==> src/rtl/pipe_id_ex_if.sv <==
// pipe_id_ex_if: ID-side inputs, MEM/WB forwarding sources and EX-side outputs of the ID/EX stage
interface pipe_id_ex_if #(parameter int CTRL_W = 12);
  logic              id_valid;
  logic [31:0]       id_pc;
  logic [4:0]        id_rs;
  logic [4:0]        id_rt;
  logic              id_use_rs;
  logic              id_use_rt;
  logic [31:0]       id_rdata1;
  logic [31:0]       id_rdata2;
  logic [31:0]       id_imm;
  logic [4:0]        id_wdst;
  logic              id_reg_we;
  logic              id_mem_rd;
  logic [CTRL_W-1:0] id_ctrl;
  logic              flush;
  logic              ex_stall;
  logic              mem_we;
  logic [4:0]        mem_dst;
  logic [31:0]       mem_result;
  logic              wb_we;
  logic [4:0]        wb_dst;
  logic [31:0]       wb_data;
  logic              stall_id;
  logic              ex_valid;
  logic              ex_reg_we;
  logic              ex_mem_rd;
  logic [31:0]       ex_pc;
  logic [31:0]       ex_imm;
  logic [4:0]        ex_rs;
  logic [4:0]        ex_rt;
  logic [4:0]        ex_wdst;
  logic [CTRL_W-1:0] ex_ctrl;
  logic [31:0]       ex_op1;
  logic [31:0]       ex_op2;
  logic [1:0]        fwd_sel1;
  logic [1:0]        fwd_sel2;
  modport master (
    output id_valid, id_pc, id_rs, id_rt, id_use_rs, id_use_rt, id_rdata1, id_rdata2,
           id_imm, id_wdst, id_reg_we, id_mem_rd, id_ctrl, flush, ex_stall,
           mem_we, mem_dst, mem_result, wb_we, wb_dst, wb_data,
    input  stall_id, ex_valid, ex_reg_we, ex_mem_rd, ex_pc, ex_imm, ex_rs, ex_rt,
           ex_wdst, ex_ctrl, ex_op1, ex_op2, fwd_sel1, fwd_sel2
  );
  modport slave (
    input  id_valid, id_pc, id_rs, id_rt, id_use_rs, id_use_rt, id_rdata1, id_rdata2,
           id_imm, id_wdst, id_reg_we, id_mem_rd, id_ctrl, flush, ex_stall,
           mem_we, mem_dst, mem_result, wb_we, wb_dst, wb_data,
    output stall_id, ex_valid, ex_reg_we, ex_mem_rd, ex_pc, ex_imm, ex_rs, ex_rt,
           ex_wdst, ex_ctrl, ex_op1, ex_op2, fwd_sel1, fwd_sel2
  );
endinterface

==> src/rtl/pipe_id_ex.sv <==
// pipe_id_ex: ID/EX pipeline register with MEM/WB operand forwarding, load-use bubbles, hold and flush
module pipe_id_ex #(parameter int CTRL_W = 12) (
  input logic   clk,
  input logic   rst_n,
  pipe_id_ex_if.slave p
);
  logic              valid_q, valid_d;
  logic              reg_we_q, reg_we_d;
  logic              mem_rd_q, mem_rd_d;
  logic [31:0]       pc_q, pc_d;
  logic [31:0]       imm_q, imm_d;
  logic [4:0]        rs_q, rs_d;
  logic [4:0]        rt_q, rt_d;
  logic [4:0]        wdst_q, wdst_d;
  logic [CTRL_W-1:0] ctrl_q, ctrl_d;
  logic [31:0]       op1_q, op1_d;
  logic [31:0]       op2_q, op2_d;
  logic              haz;
  logic              hold;
  logic              bub;
  logic [1:0]        sel1;
  logic [1:0]        sel2;
  logic [31:0]       op1;
  logic [31:0]       op2;
  // load in EX whose destination is read by the ID instruction
  always_comb begin
    haz = valid_q & mem_rd_q & reg_we_q & (wdst_q != 5'd0) & p.id_valid &
          ((p.id_use_rs & (p.id_rs == wdst_q)) | (p.id_use_rt & (p.id_rt == wdst_q)));
    hold = p.ex_stall;
    bub = p.flush | haz | ~p.id_valid;
  end
  // operand forwarding: $0 never forwards, MEM beats WB
  always_comb begin
    sel1 = (rs_q == 5'd0) ? 2'b00 : (p.mem_we && p.mem_dst == rs_q) ? 2'b01 :
           (p.wb_we && p.wb_dst == rs_q) ? 2'b10 : 2'b00;
    sel2 = (rt_q == 5'd0) ? 2'b00 : (p.mem_we && p.mem_dst == rt_q) ? 2'b01 :
           (p.wb_we && p.wb_dst == rt_q) ? 2'b10 : 2'b00;
    op1 = (sel1 == 2'b01) ? p.mem_result : (sel1 == 2'b10) ? p.wb_data : op1_q;
    op2 = (sel2 == 2'b01) ? p.mem_result : (sel2 == 2'b10) ? p.wb_data : op2_q;
  end
  // next state: hold (refreshing operands with forwarded values), else bubble, else capture
  always_comb begin
    valid_d  = hold ? valid_q  : bub ? 1'b0 : 1'b1;
    reg_we_d = hold ? reg_we_q : bub ? 1'b0 : p.id_reg_we;
    mem_rd_d = hold ? mem_rd_q : bub ? 1'b0 : p.id_mem_rd;
    pc_d     = hold ? pc_q     : bub ? 32'd0 : p.id_pc;
    imm_d    = hold ? imm_q    : bub ? 32'd0 : p.id_imm;
    rs_d     = hold ? rs_q     : bub ? 5'd0 : p.id_rs;
    rt_d     = hold ? rt_q     : bub ? 5'd0 : p.id_rt;
    wdst_d   = hold ? wdst_q   : bub ? 5'd0 : p.id_wdst;
    ctrl_d   = hold ? ctrl_q   : bub ? '0 : p.id_ctrl;
    op1_d    = hold ? op1      : bub ? 32'd0 : p.id_rdata1;
    op2_d    = hold ? op2      : bub ? 32'd0 : p.id_rdata2;
  end
  // pipeline register, async reset discards the held instruction
  always_ff @(posedge clk or negedge rst_n) begin
    if (!rst_n) begin
      valid_q  <= 1'b0;
      reg_we_q <= 1'b0;
      mem_rd_q <= 1'b0;
      pc_q     <= 32'd0;
      imm_q    <= 32'd0;
      rs_q     <= 5'd0;
      rt_q     <= 5'd0;
      wdst_q   <= 5'd0;
      ctrl_q   <= '0;
      op1_q    <= 32'd0;
      op2_q    <= 32'd0;
    end else begin
      valid_q  <= valid_d;
      reg_we_q <= reg_we_d;
      mem_rd_q <= mem_rd_d;
      pc_q     <= pc_d;
      imm_q    <= imm_d;
      rs_q     <= rs_d;
      rt_q     <= rt_d;
      wdst_q   <= wdst_d;
      ctrl_q   <= ctrl_d;
      op1_q    <= op1_d;
      op2_q    <= op2_d;
    end
  end
  assign p.stall_id  = p.ex_stall | (haz & ~p.flush);
  assign p.ex_valid  = valid_q;
  assign p.ex_reg_we = reg_we_q;
  assign p.ex_mem_rd = mem_rd_q;
  assign p.ex_pc     = pc_q;
  assign p.ex_imm    = imm_q;
  assign p.ex_rs     = rs_q;
  assign p.ex_rt     = rt_q;
  assign p.ex_wdst   = wdst_q;
  assign p.ex_ctrl   = ctrl_q;
  assign p.ex_op1    = op1;
  assign p.ex_op2    = op2;
  assign p.fwd_sel1  = sel1;
  assign p.fwd_sel2  = sel2;
endmodule

==> src/flat_wrapper.sv <==
// flat-port wrapper written by rule: the top's interface ports become plain ports
module pipe_id_ex_flat 
#(parameter int CTRL_W = 12)
  (clk, rst_n, p_id_valid, p_id_pc, p_id_rs, p_id_rt, p_id_use_rs, p_id_use_rt, p_id_rdata1, p_id_rdata2, p_id_imm, p_id_wdst, p_id_reg_we, p_id_mem_rd, p_id_ctrl, p_flush, p_ex_stall, p_mem_we, p_mem_dst, p_mem_result, p_wb_we, p_wb_dst, p_wb_data, p_stall_id, p_ex_valid, p_ex_reg_we, p_ex_mem_rd, p_ex_pc, p_ex_imm, p_ex_rs, p_ex_rt, p_ex_wdst, p_ex_ctrl, p_ex_op1, p_ex_op2, p_fwd_sel1, p_fwd_sel2);
  pipe_id_ex_if #(.CTRL_W(CTRL_W)) p_i ();
  input logic clk;
  input logic rst_n;
  input wire logic [$bits(p_i.id_valid)-1:0] p_id_valid;
  input wire logic [$bits(p_i.id_pc)-1:0] p_id_pc;
  input wire logic [$bits(p_i.id_rs)-1:0] p_id_rs;
  input wire logic [$bits(p_i.id_rt)-1:0] p_id_rt;
  input wire logic [$bits(p_i.id_use_rs)-1:0] p_id_use_rs;
  input wire logic [$bits(p_i.id_use_rt)-1:0] p_id_use_rt;
  input wire logic [$bits(p_i.id_rdata1)-1:0] p_id_rdata1;
  input wire logic [$bits(p_i.id_rdata2)-1:0] p_id_rdata2;
  input wire logic [$bits(p_i.id_imm)-1:0] p_id_imm;
  input wire logic [$bits(p_i.id_wdst)-1:0] p_id_wdst;
  input wire logic [$bits(p_i.id_reg_we)-1:0] p_id_reg_we;
  input wire logic [$bits(p_i.id_mem_rd)-1:0] p_id_mem_rd;
  input wire logic [$bits(p_i.id_ctrl)-1:0] p_id_ctrl;
  input wire logic [$bits(p_i.flush)-1:0] p_flush;
  input wire logic [$bits(p_i.ex_stall)-1:0] p_ex_stall;
  input wire logic [$bits(p_i.mem_we)-1:0] p_mem_we;
  input wire logic [$bits(p_i.mem_dst)-1:0] p_mem_dst;
  input wire logic [$bits(p_i.mem_result)-1:0] p_mem_result;
  input wire logic [$bits(p_i.wb_we)-1:0] p_wb_we;
  input wire logic [$bits(p_i.wb_dst)-1:0] p_wb_dst;
  input wire logic [$bits(p_i.wb_data)-1:0] p_wb_data;
  output wire logic [$bits(p_i.stall_id)-1:0] p_stall_id;
  output wire logic [$bits(p_i.ex_valid)-1:0] p_ex_valid;
  output wire logic [$bits(p_i.ex_reg_we)-1:0] p_ex_reg_we;
  output wire logic [$bits(p_i.ex_mem_rd)-1:0] p_ex_mem_rd;
  output wire logic [$bits(p_i.ex_pc)-1:0] p_ex_pc;
  output wire logic [$bits(p_i.ex_imm)-1:0] p_ex_imm;
  output wire logic [$bits(p_i.ex_rs)-1:0] p_ex_rs;
  output wire logic [$bits(p_i.ex_rt)-1:0] p_ex_rt;
  output wire logic [$bits(p_i.ex_wdst)-1:0] p_ex_wdst;
  output wire logic [$bits(p_i.ex_ctrl)-1:0] p_ex_ctrl;
  output wire logic [$bits(p_i.ex_op1)-1:0] p_ex_op1;
  output wire logic [$bits(p_i.ex_op2)-1:0] p_ex_op2;
  output wire logic [$bits(p_i.fwd_sel1)-1:0] p_fwd_sel1;
  output wire logic [$bits(p_i.fwd_sel2)-1:0] p_fwd_sel2;
  assign p_i.id_valid = p_id_valid;
  assign p_i.id_pc = p_id_pc;
  assign p_i.id_rs = p_id_rs;
  assign p_i.id_rt = p_id_rt;
  assign p_i.id_use_rs = p_id_use_rs;
  assign p_i.id_use_rt = p_id_use_rt;
  assign p_i.id_rdata1 = p_id_rdata1;
  assign p_i.id_rdata2 = p_id_rdata2;
  assign p_i.id_imm = p_id_imm;
  assign p_i.id_wdst = p_id_wdst;
  assign p_i.id_reg_we = p_id_reg_we;
  assign p_i.id_mem_rd = p_id_mem_rd;
  assign p_i.id_ctrl = p_id_ctrl;
  assign p_i.flush = p_flush;
  assign p_i.ex_stall = p_ex_stall;
  assign p_i.mem_we = p_mem_we;
  assign p_i.mem_dst = p_mem_dst;
  assign p_i.mem_result = p_mem_result;
  assign p_i.wb_we = p_wb_we;
  assign p_i.wb_dst = p_wb_dst;
  assign p_i.wb_data = p_wb_data;
  assign p_stall_id = p_i.stall_id;
  assign p_ex_valid = p_i.ex_valid;
  assign p_ex_reg_we = p_i.ex_reg_we;
  assign p_ex_mem_rd = p_i.ex_mem_rd;
  assign p_ex_pc = p_i.ex_pc;
  assign p_ex_imm = p_i.ex_imm;
  assign p_ex_rs = p_i.ex_rs;
  assign p_ex_rt = p_i.ex_rt;
  assign p_ex_wdst = p_i.ex_wdst;
  assign p_ex_ctrl = p_i.ex_ctrl;
  assign p_ex_op1 = p_i.ex_op1;
  assign p_ex_op2 = p_i.ex_op2;
  assign p_fwd_sel1 = p_i.fwd_sel1;
  assign p_fwd_sel2 = p_i.fwd_sel2;
  pipe_id_ex #(.CTRL_W(CTRL_W)) u_core (.clk(clk), .rst_n(rst_n), .p(p_i));
endmodule
==> config.mk <==
export PLATFORM = sky130hd
export DESIGN_NAME = pipe_id_ex_flat
export DESIGN_NICKNAME = d
export VERILOG_FILES = /design/src/rtl/pipe_id_ex_if.sv /design/src/rtl/pipe_id_ex.sv /design/src/flat_wrapper.sv
export SDC_FILE = /design/constraint.sdc
export NUM_CORES = 1
export LEC_CHECK = 0
export CAP_MARGIN = 20
export CORE_AREA = 2 2 157 159
export DETAILED_ROUTE_END_ITERATION = 10
export DIE_AREA = 0 0 159 161
export PLACE_DENSITY = 0.7
export SYNTH_ARGS = -nofsm -noshare
export SYNTH_HDL_FRONTEND = slang
export SYNTH_SLANG_ARGS = --single-unit
==> constraint.sdc <==
create_clock -name clk -period 6.5 [get_ports clk]
set_input_delay 1.625 -clock clk [delete_from_list [all_inputs] [get_ports clk]]
set_output_delay 1.625 -clock clk [all_outputs]
set_load 0.02 [all_outputs]
# Word-level counts from Yosys, hierarchy flattened
# Index checks and enable logic that the tools add are counted.
word_totals:
  ff_bits: 158
  out_inout_bits: 163
  n_memories: 0
  latchBits: 0
  word_cells: 65
  mem_bits_rw: 0
  input_bits: 240
  romBits: 0
op_classes:
  mux: 23
  magnitude_cmp: 0
  n_div: 0
  shifts: 0
  n_reduce_logical: 7
  eq_ne: 10
  bitwise_logic: 14
  addsub: 0
  mul: 0
op_table:
  columns: ["operator", "n"]
  rows:
  - ["$mux 32", 10]
  - ["$eq 5x5->1", 6]
  - ["$mux 5", 3]
  - ["$mux 12", 1]
  - ["$mux 2", 6]
  - ["$logic_not 5->1", 2]
  - ["$and 1x1->1", 8]
  - ["$reduce_bool 5->1", 1]
  - ["$eq 2x1->1 const B", 2]
  - ["$eq 2x2->1 const B", 2]
  - ["$logic_and 1x1->1", 4]
  - ["$or 1x1->1", 4]
  - ["$mux 1", 3]
  - ["$not 1->1", 2]

# Logic depth before layout (Yosys ltp)
depth:
  depth_word: 9
  mapped_depth: 8
  mapped_depth_nobuf: 5

# Least setup slack after synthesis
# No wires, ideal clock.
synth_path:
  kind: "input-to-output"
  startpoint: "in p_mem_dst[4]"
  endpoint: "out p_ex_op2[14]"
  slack_ps: 1697
  required_time_ps: 4875
  t_arrival_ps: 3178
  cell_stages: 7
  cell_sequence: "xor2_1 nor4_4 and2_1 buf_2 buf_2 a22oi_1 o2bb2ai_1"
synth_via:
  elab_chain_cells: 7
synth_rtl:
  columns: ["item", "line", "rtl"]
  rows:
  - ["start: declaration", "flat_wrapper.sv:24", "input wire logic [$bits(p_i.mem_dst)-1:0] p_mem_dst;"]
  - ["$eq 5x5->1 *", "pipe_id_ex.sv:36", "sel2 = (rt_q == 5'd0) ? 2'b00 : (p.mem_we && p.mem_dst == rt_q) ? 2'b01 :"]
  - ["$logic_and 1x1->1 *", "pipe_id_ex.sv:36", null]
  - ["$mux 2 * (2 in a row)", "pipe_id_ex.sv:36", null]
  - ["$eq 2x2->1", "pipe_id_ex.sv:39", "op2 = (sel2 == 2'b01) ? p.mem_result : (sel2 == 2'b10) ? p.wb_data : op2_q;"]
  - ["$mux 32", "pipe_id_ex.sv:39", null]
  - ["$mux 32 *", "pipe_id_ex.sv:39", null]
  - ["end: declaration", "flat_wrapper.sv:40", "output wire logic [$bits(p_i.ex_op2)-1:0] p_ex_op2;"]
# Every way passes the cells marked *; elsewhere a longest branch is shown, timed or not.

# Worst setup path after layout
layout_path:
  startpoint: "in p_mem_dst[4]"
  endpoint: "out p_ex_op2[0]"
# Same word-level chain as after synthesis.

==> out/qor.csv <==
metric;value;unit
gp_congestion;1.00;
status;finished clean;
final_nets;1347;
min_path_type;flop to flop;
arrival;4.37;ns
post_cts_buffers;0;
drt-total-wl;35.7;mm
drive_above_1_share;0.0563;
grt_max_degree;85;
grt-ovfl-total;0;
maxSlewHeadroom;0.252;
clockPowerShare;0.369;
fin_skew;0.0157;ns
slew_violations;0;
pwr-share-seq;0.388;
dpl.cell_count;1412;
ys_top_cells_by_count;dfrtp_1 (158), a22o_1 (95), a22oi_1 (59), o2bb2ai_1 (59), inv_1 (55);
ys_warn_count;0;
grt_pass1_wl;53.4;mm
cts_tree;built;
yosysMostFrequentCell;dfrtp_1;
rows;57;
irDropWorstVdd;0.225;mV
routed_via_density;5.79;
hold_viol_final;0;
power_leakage;0.00521;uW
critPathKind;primary input to primary output;
start_util;0.340;
clock-sinks;158;
syn-cell-area;8140;um^2
synthCells;742;
clock_latency;0.42;ns
post_cts_resize_count;0;
synth_top_cell_area_share;0.486;
synth-seq-cells;158;
synth-edff-count;0;
cts_buffers;17;
share_comb_of_total_power;0.243;
r2r_setup_slack;3.69;ns
cap_viol_max_count;0;
setup_tns;0;ns
power.density;214;nW/um^2
htreeDepth;4;
die_area;25600;um^2
fmax;0.167;GHz
power.internal;1900;uW
fin_cells;1445;
track_usage;0.273;
synth.area.top_cells;dfrtp_1 (49%), a22o_1 (10%), o2bb2ai_1 (6.4%), o221ai_1 (5.7%), a22oi_1 (5.4%);
rsz0062_at_grt;no;
synthArstFlopShare;1.00;
core-area;24000;um^2
io_buffers;402;
drc;0;
setup_violations;0;
sw_frac_of_total;0.319;
via_count;8364;
drtPass1Iterations;6;
ys_types;42;
clk_path_buf_depth;2;
finalCritPeriodShare;0.922;
pin_count;403;
die_height;161;um
synth_top_area_cell;dfrtp_1;
hold_slack;0.510;ns
drt-wirelength-per-cell;24.7;um
cp.required;4.88;ns
period_minus_slack;6.00;ns
clock_tree.root_cell;clkbuf_16;
dr.first_iter.drc_count;682;
ys.flop_type;dfrtp_1;
syn_avg_cell_area;11.0;um^2
synth_nets;982;
syn2layout_area_growth;60.2;%
worstPathMaxFanout;39;
grt_pass1_vias;8726;
die_width;159;um
synth.yosys.seq_area_share;0.486;
worst_pin_slew;1.12;ns
startpoint_type;primary input;
hpwl;26.2;mm
ant_nets;0;
holdBufCountCts;0;
antenna_found_initial;2;
clk_pin_slew_worst_paths;0.07;ns
p_sw;892;uW
endpoint_kind;primary output;
## cell type report
| type | count | area (um^2) |
|---|---|---|
| antenna | 1 | 2.50 |
| inverter | 55 | 206 |
| multi-input combinational | 455 | 3670 |
| tap | 324 | 405 |
| clock buffer | 17 | 425 |
| sequential | 158 | 3950 |
| fill | 2140 | 10900 |
| timing repair buffer | 420 | 4180 |
| clock inverter | 15 | 195 |
## layer usage
| layer | global-route usage | share of wire |
|---|---|---|
| met5 | 0 | 0.00064 |
| met4 | 0.102 | 0.033 |
| met3 | 0.0796 | 0.076 |
| met2 | 0.488 | 0.51 |
| met1 | 0.310 | 0.38 |
## cells in the final DEF, fill, tap and decap left out, types with 2 or more instances in the layout
cell / instances
a21oi_1: 13
inv_6: 2
nand2_1: 19
o211ai_1: 54
a211oi_4: 2
and4_1: 2
xor2_1: 13
o221ai_1: 53
buf_4: 17
nor2_1: 5
a22o_1: 95
o2bb2ai_1: 59
inv_8: 3
a22oi_1: 59
xnor2_1: 17
a32o_1: 6
nand4_1: 4
nor4_1: 2
inv_1: 55
dfrtp_1: 158
nor3_1: 3
o22ai_1: 8
clkinv_8: 7
and2_1: 11
clkdlybuf4s50_1: 400
a221o_1: 11
clkbuf_16: 17
buf_12: 2
## logic make-up after synthesis
| kind of cell | Yosys count | share of synthesized area |
|---|---|---|
| compound gates | 370 | 0.377 |
| xor+xnor | 30 | 0.0323 |
| buf+inv | 129 | 0.0683 |
| flops | 158 | 0.486 |
| simple gates | 55 | 0.0368 |
## power by group through the flow
stage / sequential, uW / clock (uW) / combinational, uW
3_3_place_gp: 1100 / 0 / 672
6_report: 1080 / 1030 / 678
4_1_cts: 1080 / 1060 / 680
2_1_floorplan: 1130 / 0 / 253
3_5_place_dp: 1100 / 0 / 677
5_1_grt: 1090 / 1090 / 719
## metrics by stage
| step | cell area [um^2] | utilization | power [uW] | setup slack (ns) |
|---|---|---|---|---|
| 6_report | 13000 | 0.544 | 2790 | 0.504 |
| 5_1_grt | 13000 | 0.544 | 2900 | 0.411 |
| 4_1_cts | 13000 | 0.544 | 2820 | 0.521 |
| 3_5_place_dp | 12400 | 0.518 | 1780 | 0.523 |
| 3_3_place_gp | 12400 | 0.517 | 1770 | 0.523 |
| 2_1_floorplan | 8140 | - | 1390 | 1.70 |
## worst max-delay path, stage by stage
cell and delay [ns]:
clkdlybuf4s50_1 0.44, xor2_1 0.20, nor4_4 0.53, a211oi_4 0.10, buf_4 0.28, a22oi_1 0.45
o2bb2ai_1 0.14, clkdlybuf4s50_1 0.56
## registers in the layout, summed over array words and instances, names as in the netlist
register / count
u_core.op1_q: 32
u_core.op2_q: 32
u_core.p.ex_ctrl: 12
u_core.p.ex_imm: 32
u_core.p.ex_mem_rd: 1
u_core.p.ex_pc: 32
u_core.p.ex_reg_we: 1
u_core.p.ex_rs: 5
u_core.p.ex_rt: 5
u_core.p.ex_valid: 1
u_core.p.ex_wdst: 5
## final timing paths
path	startpoint	to	cells after the start
max in group asynchronous	rst_n	u_core.op2_q[7]	2
max reg2reg	u_core.p.ex_wdst[1]	u_core.p.ex_imm[1]	6
min	u_core.p.ex_imm[23]	u_core.p.ex_imm[23]	1
min in group asynchronous	rst_n	u_core.p.ex_pc[18]	1
max	p_mem_dst[4]	p_ex_op2[0]	8
min reg2reg	u_core.p.ex_imm[23]	u_core.p.ex_imm[23]	1
Note: power is estimated with default switching activity, not from simulation.
